===== src/rtl/dualmem_port_arbiter.sv =====
// Round-robin arbiter sharing one port of the 2048 x 64-bit scratch memory between two requesters.
// Optional grant-lock FSM is compiled in when DUALMEM_ARB_LOCK_EN is defined.

module dualmem_port_arbiter #(
    parameter  int ADDR_WIDTH = 11,
    parameter  int DATA_WIDTH = 64,
    localparam int BE_WIDTH   = DATA_WIDTH / 8
) (
    input  logic                  clk,
    input  logic                  rst,

    input  logic                  m0_req,
    input  logic [BE_WIDTH-1:0]   m0_we,
    input  logic [ADDR_WIDTH-1:0] m0_addr,
    input  logic [DATA_WIDTH-1:0] m0_wdata,
    input  logic                  m0_lock,
    output logic                  m0_gnt,
    output logic                  m0_rvalid,
    output logic [DATA_WIDTH-1:0] m0_rdata,

    input  logic                  m1_req,
    input  logic [BE_WIDTH-1:0]   m1_we,
    input  logic [ADDR_WIDTH-1:0] m1_addr,
    input  logic [DATA_WIDTH-1:0] m1_wdata,
    input  logic                  m1_lock,
    output logic                  m1_gnt,
    output logic                  m1_rvalid,
    output logic [DATA_WIDTH-1:0] m1_rdata,

    output logic [BE_WIDTH-1:0]   mem_en,
    output logic [BE_WIDTH-1:0]   mem_we,
    output logic [ADDR_WIDTH-1:0] mem_addr,
    output logic [DATA_WIDTH-1:0] mem_wdata,
    input  logic [DATA_WIDTH-1:0] mem_rdata
);

    logic                last_gnt_q, last_gnt_d;
    logic                rd_pending_q, rd_pending_d;
    logic                rd_owner_q, rd_owner_d;
    logic                allow0, allow1;
    logic                gnt0, gnt1, xfer, xfer_read;
    logic [BE_WIDTH-1:0] sel_we;

`ifdef DUALMEM_ARB_LOCK_EN
    typedef enum logic [1:0] {
        LOCK_IDLE = 2'd0,
        LOCK_0    = 2'd1,
        LOCK_1    = 2'd2
    } lock_state_e;

    lock_state_e lock_q;

    // A lock is held until its owner completes a transfer with lock low.
    always_ff @(posedge clk) begin
        if (rst) begin
            lock_q <= LOCK_IDLE;
        end else if (gnt0) begin
            lock_q <= m0_lock ? LOCK_0 : LOCK_IDLE;
        end else if (gnt1) begin
            lock_q <= m1_lock ? LOCK_1 : LOCK_IDLE;
        end
    end

    assign allow0 = (lock_q != LOCK_1);
    assign allow1 = (lock_q != LOCK_0);
`else
    logic unused_lock;
    assign unused_lock = m0_lock ^ m1_lock;
    assign allow0      = 1'b1;
    assign allow1      = 1'b1;
`endif

    always_comb begin
        // NOTE: every output of this block gets a default first, so no path can infer a latch.
        gnt0         = 1'b0;
        gnt1         = 1'b0;
        sel_we       = m0_we;
        mem_addr     = m0_addr;
        mem_wdata    = m0_wdata;
        mem_en       = '0;
        mem_we       = '0;
        last_gnt_d   = last_gnt_q;
        rd_pending_d = 1'b0;
        rd_owner_d   = rd_owner_q;

        // NOTE: grants are masked by rst so nothing reaches the memory during reset.
        if (!rst) begin
            gnt0 = m0_req && allow0 && (!(m1_req && allow1) ||  last_gnt_q);
            gnt1 = m1_req && allow1 && (!(m0_req && allow0) || !last_gnt_q);
        end

        if (gnt1) begin
            sel_we    = m1_we;
            mem_addr  = m1_addr;
            mem_wdata = m1_wdata;
        end

        xfer      = gnt0 || gnt1;
        xfer_read = xfer && (sel_we == '0);

        if (xfer) begin
            mem_en     = xfer_read ? '1 : sel_we;
            mem_we     = sel_we;
            last_gnt_d = gnt1;
        end

        if (xfer_read) begin
            rd_pending_d = 1'b1;
            rd_owner_d   = gnt1;
        end
    end

    always_ff @(posedge clk) begin
        // NOTE: sequential state uses non-blocking assignments only, so every register samples pre-edge values.
        if (rst) begin
            last_gnt_q   <= 1'b1;
            rd_pending_q <= 1'b0;
            rd_owner_q   <= 1'b0;
        end else begin
            last_gnt_q   <= last_gnt_d;
            rd_pending_q <= rd_pending_d;
            rd_owner_q   <= rd_owner_d;
        end
    end

    assign m0_gnt    = gnt0;
    assign m1_gnt    = gnt1;
    assign m0_rvalid = rd_pending_q && !rd_owner_q;
    assign m1_rvalid = rd_pending_q &&  rd_owner_q;
    assign m0_rdata  = mem_rdata;
    assign m1_rdata  = mem_rdata;

endmodule


===== config.mk =====
export PLATFORM = sky130hd
export DESIGN_NAME = dualmem_port_arbiter
export DESIGN_NICKNAME = d
export VERILOG_FILES = /design/src/rtl/dualmem_port_arbiter.sv
export SDC_FILE = /design/constraint.sdc
export NUM_CORES = 1
export LEC_CHECK = 0
export BUFFER_PORTS_ARGS = -buffer_cell sky130_fd_sc_hd__buf_2
export CAP_MARGIN = 30
export CELL_PAD_IN_SITES_DETAIL_PLACEMENT = 2
export CELL_PAD_IN_SITES_GLOBAL_PLACEMENT = 2
export CORE_AREA = 2 2 179 181
export CTS_BUF_LIST = sky130_fd_sc_hd__clkbuf_8
export DETAILED_ROUTE_END_ITERATION = 12
export DIE_AREA = 0 0 181 183
export GPL_ROUTABILITY_DRIVEN = 1
export PLACE_DENSITY = 0.64
export SLEW_MARGIN = 20
export SYNTH_ARGS = -nofsm -noshare
export SYNTH_HDL_FRONTEND = slang
export SYNTH_SLANG_ARGS = --single-unit

===== constraint.sdc =====
create_clock -name clk -period 5.8 [get_ports clk]
set_clock_uncertainty 0.1 [all_clocks]
set_input_delay 1.74 -clock clk [delete_from_list [all_inputs] [get_ports clk]]
set_output_delay 1.74 -clock clk [all_outputs]
set_load 0.02 [all_outputs]

==> results_dict.tcl, run 1 <==
set metrics [dict create \
    rrSetupSlack_ns 4.45 \
    drcViolationCount 0 \
    maxCapViolations 0 \
    layout.cells.non_filler 801 \
    leakage_nw 1.54 \
    fin_ws_ns 0.798 \
    ir_drop_mv 0.0312 \
    crit_slowest_cell "mux2_1" \
    chipHeight_um 183 \
    synth.most_common_cell "buf_4" \
    drt-initial-drc-count 54 \
    period_needed_ns 5.00 \
    io_buffers 264 \
    postSynthAreaPerCell_um2 8.86 \
    drive_gt1_frac 0.712 \
    p_clk_frac 0.179 \
    cts_root_buf "clkbuf_8" \
    timing.rr.end "rd_pending_q" \
    initial_utilization 0.0757 \
    ys_top_cells_by_area "buf_4 (41%), mux2_1 (31%), buf_12 (5.1%), mux2_2 (4.8%), mux2i_1 (3.4%)" \
    num-fill-cells 3802 \
    die-area_um2 33100 \
    antennaDiodeCount 0 \
    cts.clk_slew.worst_paths_ns 0.03 \
    cpPeakStageDelay_ns 0.39 \
    grt_util_all_layers 0.0607 \
    slew_viol_final 0 \
    crit_fanout 49 \
    pin_count 459 \
    clkSinkCount 3 \
    area_growth_pct 33.4 \
    yosys_warnings 0 \
    vias 2365 \
    synthDistinctLibCells 28 \
    drt_wl_total_um 10800 \
    place_area_um2 3110 \
    hold_path_class "reg -> reg" \
    grt_antenna_before_repair 0 \
    relSlewSlack 0.573 \
    synth-main-ff-cell "dfxtp_1" \
    cts_setup_buffers 0 \
    outcome "finished clean" \
    setup_tns_ns 0 \
    core_area_um2 31200 \
    crit_path_start_kind "input pin" \
    cts_tree "built" \
    hold_violations 0 \
    hold_start "rd_owner_q" \
    period_share 0.862 \
    synth_nets 503 \
    die_x_um 181 \
    rsz0062_at_grt "false" \
    worstPathRequired_ns 3.96 \
    cts_hold_buf 0 \
    worst-path-buf-inv 3 \
    wl_per_cell_um 13.5 \
    final_util 0.101 \
    h-tree-depth 1 \
    grt_pass1_vias 2508 \
    power.density_nw_per_um2 104 \
    ys_ff_latch 3 \
    grt_max_degree 50 \
    netlist_area_um2 2360 \
    nets 636 \
    drt_pass1_iterations 4 \
    ys_top_cells_by_count "buf_4 (130), mux2_1 (65), mux2_2 (10)" \
    ant_nets 0 \
    worst-setup-path-type "in -> out" \
    synth_edf_count 0 \
    hold_end "rd_owner_q" \
    rows 65 \
    cts_max_path_buffers 2 \
    arrival_ns 3.16 \
    timing.fmax_mhz 200 \
    setup_violations 0 \
    worstPathCellList "buf_2, a21bo_4, nor2_4, buf_12, mux2_1, buf_2" \
    synth_top_area_cell "buf_4" \
    endpoint_kind "output pin" \
    comb_power_share 0.754 \
    crit_top_cell "buf_2" \
    hold_depth 1 \
    vias_per_cell 2.95 \
    worstRegToRegCells 4 \
    dp.cells 797 \
    pre_cts_ws_ns 0.694 \
    critical-path-top-delay-family "buffers and inverters" \
    clk_latency_ns 0.21 \
    fin_area_um2 3150 \
    dp_hpwl_um 9840 \
    yosysTopAreaCellShare 0.413 \
    ys_seq_area_frac 0.0254 \
    ys_async_sr_fraction 0 \
    power_switching_mw 0.151 \
    p_sw_frac 0.463 \
    timing.rr.start "last_gnt_q" \
    cts_made_buffers 3 \
    seqPwrFrac 0.067 \
    gp_congestion 0.674 \
    grt_pass1_wl_um 15300 \
    p_int_mw 0.175 \
    power_mw 0.327 \
    worst_hold_slack_ns 0.447 \
    postSynthCellCount 267 \
    cts.repair.resized 0 \
    overflow 0 \
    tightest_slew_ns 0.636 \
]
final cells by class:
class,count,area [µm²],area share
Sequential cell,3,60.1,0.0190
Timing Repair Buffer,267,1370,0.434
Clock inverter,1,3.75,0.00119
Inverter,3,11.3,0.00357
Tap cell,402,503,0.159
Clock buffer,3,41.3,0.0131
Multi-Input combinational cell,122,1170,0.370
worst max-delay path by stage:
stage,end,cells after the start,startpoint,slack (ns)
after floorplan,mem_wdata[54],5,m1_req,1.15
after CTS,mem_en[7],7,m1_req,0.69
after global placement,mem_en[7],7,m0_req,0.73
final,mem_wdata[13],6,m1_req,0.80
after detailed placement,mem_en[7],7,m1_req,0.69
after global routing,mem_en[7],7,m1_req,0.66
layout by cell type, fill, tap and decap left out, types with 2 or more instances in the layout:
cell        n
nor3_1      4
o21ai_1     9
mux2_1     65
nand2_1     2
dfxtp_1     3
mux2_2     10
nor2_1      8
nor4_1      3
buf_2     264
inv_1       3
nor2b_1     2
mux2i_1     8
clkbuf_8    3
buf_12      2
logic make-up after synthesis:
logic type,Yosys count,synth area share
buf+inv,142,0.481
mux,83,0.391
simple gates,24,0.0550
compound gates,15,0.0471
flops,3,0.0254
power groups by stage:
| stage | Sequential [mW] | Combinational [mW] | Clock [mW] |
|---|---|---|---|
| 2_1_floorplan | 0.0220 | 0.266 | 0 |
| 3_3_place_gp | 0.0222 | 0.248 | 0 |
| 3_5_place_dp | 0.0222 | 0.252 | 0 |
| 4_1_cts | 0.0219 | 0.253 | 0.0604 |
| 5_1_grt | 0.0220 | 0.268 | 0.0619 |
| 6_report | 0.0219 | 0.246 | 0.0583 |
per-layer routing:
metal,vias to the layer above,routed length (µm),global-route usage
met3,6,1950,0.0449
met4,2,21,0.00553
met5,-,50,0.0104
met2,276,4870,0.0972
met1,1039,3940,0.0662
li1,1042,-,-
registers in the layout (all words and copies together) (netlist names):
| name | flops |
|---|---|
| last_gnt_q | 1 |
| rd_owner_q | 1 |
| rd_pending_q | 1 |
Note: power is estimated with default switching activity, not from simulation.
==> run 2: changes to the inputs <==
Settings changed: ABC_AREA set to 1, CORE_AREA 2 2 179 181 to 2 2 176 178, DIE_AREA 0 0 181 183 to 0 0 178 180, GPL_ROUTABILITY_DRIVEN 1 to 0, PLACE_DENSITY 0.64 to 0.75.
==> run 2 against run 1 <==
Net effect: sequential power about the same; register-to-register slack got worse by 0.67 ns; die area decreased by 3.3%; flip-flop and latch count unchanged; synthesized area decreased by 0.69%; utilization increased by 0.47 points; sequential share of layout area about the same; global-route usage increased by 0.72 points; non-clock buffer count unchanged; setup slack got worse by 0.28 ns; critical path type unchanged; largest cell class unchanged.
==> results_dict.tcl, run 2 <==
set metrics [dict create \
    crit_path_start_kind "input pin" \
    ys_top_cells_by_area "buf_4 (41%), nand2_1 (39%), inv_1 (3.0%), dfxtp_1 (2.6%), buf_2 (2.1%)" \
    power_mw 0.351 \
    die_x_um 178 \
    timing.fmax_mhz 189 \
    crit_fanout 17 \
    final_util 0.106 \
    initial_utilization 0.0778 \
    layout_commonest_cell "buf_2" \
    hold_path_class "reg -> reg" \
    nets 816 \
    cts_max_path_buffers 2 \
    final_cell_mix "buf_2 (264), nand2_1 (241), inv_1 (20)" \
    cts_made_buffers 3 \
    dp_hpwl_um 10400 \
    p_int_mw 0.169 \
    yosys_warnings 0 \
    comb_power_share 0.768 \
    cts.clk_slew.worst_paths_ns 0.03 \
    ir_drop_mv 0.0351 \
    setup_tns_ns 0 \
    core_area_um2 30200 \
    cts.repair.resized 0 \
    leakage_nw 2.04 \
    grt_max_degree 78 \
    hold_violations 0 \
    p_clk_frac 0.171 \
    drt_wl_total_um 12100 \
    synth_edf_count 0 \
    rsz0062_at_grt "false" \
    ys_async_sr_fraction 0 \
    synth-main-ff-cell "dfxtp_1" \
    netlist_area_um2 2350 \
    maxCapViolations 0 \
    ys_top_cells_by_count "nand2_1 (241), buf_4 (128), inv_1 (19)" \
    cts_setup_buffers 0 \
    num-fill-cells 3756 \
    power_switching_mw 0.182 \
    slew_viol_final 0 \
    endpoint_kind "output pin" \
    ant_nets 0 \
    outcome "finished clean" \
    clk_latency_ns 0.22 \
    largest_registers "last_gnt_q x1, rd_owner_q x1, rd_pending_q x1" \
    worstPathRequired_ns 3.96 \
    postSynthAreaPerCell_um2 5.16 \
    hold_depth 2 \
    postSynthCellCount 455 \
    io_buffers 264 \
    grt_antenna_before_repair 3 \
    grt_util_all_layers 0.0679 \
    ys_ff_latch 3 \
    drt_pass1_iterations 4 \
    clkSinkCount 3 \
    relSlewSlack 0.591 \
    vias 3109 \
    grt_pass1_vias 3304 \
    period_needed_ns 5.28 \
    setup_violations 0 \
    drt-initial-drc-count 47 \
    worstRegToRegCells 9 \
    p_sw_frac 0.519 \
    die-area_um2 32000 \
    h-tree-depth 1 \
    yosysTopAreaCellShare 0.409 \
    synth.most_common_cell "nand2_1" \
    drcViolationCount 0 \
    cts_tree "built" \
    cts_hold_buf 0 \
    pin_count 459 \
    period_share 0.911 \
    synth_top_area_cell "buf_4" \
    synthDistinctLibCells 20 \
    tightest_slew_ns 0.612 \
    grt_pass1_wl_um 17200 \
    rows 64 \
    ys_seq_area_frac 0.0256 \
    power.density_nw_per_um2 110 \
    area_growth_pct 35.9 \
    arrival_ns 3.44 \
    overflow 0 \
    chipHeight_um 180 \
    seqPwrFrac 0.062 \
    synth_nets 691 \
    vias_per_cell 3.18 \
    wl_per_cell_um 12.4 \
    drive_gt1_frac 0.494 \
    cts_root_buf "clkbuf_8" \
    worst-setup-path-type "in -> out" \
]
run 2: cell types whose count changed in the layout (fill, tap and decap cells not counted), moves of 8 or more:
| cell | delta |
|---|---|
| inv_1 | +17 |
| mux2_1 | -65 |
| mux2_2 | -10 |
| mux2i_1 | -8 |
| nand2_1 | +239 |
run 2: worst paths after layout:
| path | from | to | slack (ns) |
|---|---|---|---|
| hold / removal | last_gnt_q | last_gnt_q | 0.45 |
| hold reg to reg | last_gnt_q | last_gnt_q | 0.45 |
| setup / recovery | m0_req | mem_en[6] | 0.52 |
| setup reg to reg | last_gnt_q | rd_owner_q | 3.78 |
run 2: critical path: stages:
cell,delay [ns]
buf_2,0.09
nand2_2,0.12
nand3_4,0.21
inv_2,0.09
nor2_2,0.50
nor2_1,0.13
nand3_2,0.20
o21ai_0,0.13
buf_2,0.21
run 2: stage by stage:
step	std cells	setup slack (ns)	area, µm²	hold WS [ns]
floorplan	455	1.02	2350	0.403
global placement	971	0.576	3140	0.429
detailed placement	971	0.481	3140	0.437
CTS	975	0.484	3190	0.453
global route	975	0.309	3190	0.497
finish	977	0.519	3190	0.452
run 2: metal layers:
| metal | vias up | routed length (µm) | GRT usage |
|---|---|---|---|
| met5 | - | 16 | 0 |
| met4 | 2 | 413 | 0.0249 |
| met3 | 40 | 1730 | 0.0328 |
| met2 | 237 | 5680 | 0.123 |
| met1 | 1360 | 4240 | 0.0658 |
| li1 | 1470 | - | - |
run 2: cell families (layout without fill, tap and decap cells):
| kind of cell | after synthesis | count (layout) | share of synthesized area |
|---|---|---|---|
| AO/OA/AOI/OAI | 12 | 12 | 0.0282 |
| buffers and inverters | 169 | 293 | 0.486 |
| flip-flops | 3 | 3 | 0.0256 |
| other | 0 | 2 | 0 |
| AND/OR/NAND/NOR | 271 | 271 | 0.460 |
run 2: power groups by stage:
| stage | Combinational, mW | Clock [mW] | Sequential [mW] |
|---|---|---|---|
| 2_1_floorplan | 0.272 | 0 | 0.0218 |
| 3_3_place_gp | 0.267 | 0 | 0.0219 |
| 3_5_place_dp | 0.274 | 0 | 0.0219 |
| 4_1_cts | 0.276 | 0.0617 | 0.0216 |
| 5_1_grt | 0.299 | 0.0647 | 0.0217 |
| 6_report | 0.269 | 0.0598 | 0.0216 |
run 2: layout make-up:
type / instances / area [µm²] / area share
diodes: 2 / 5.00 / 0.00157
clock buffers: 3 / 41.3 / 0.0129
clock inverters: 1 / 3.75 / 0.00118
inverters: 22 / 82.6 / 0.0259
multi-input cells: 283 / 1150 / 0.359
flip-flops and latches: 3 / 60.1 / 0.0188
well taps: 396 / 495 / 0.155
repair buffers: 267 / 1360 / 0.425
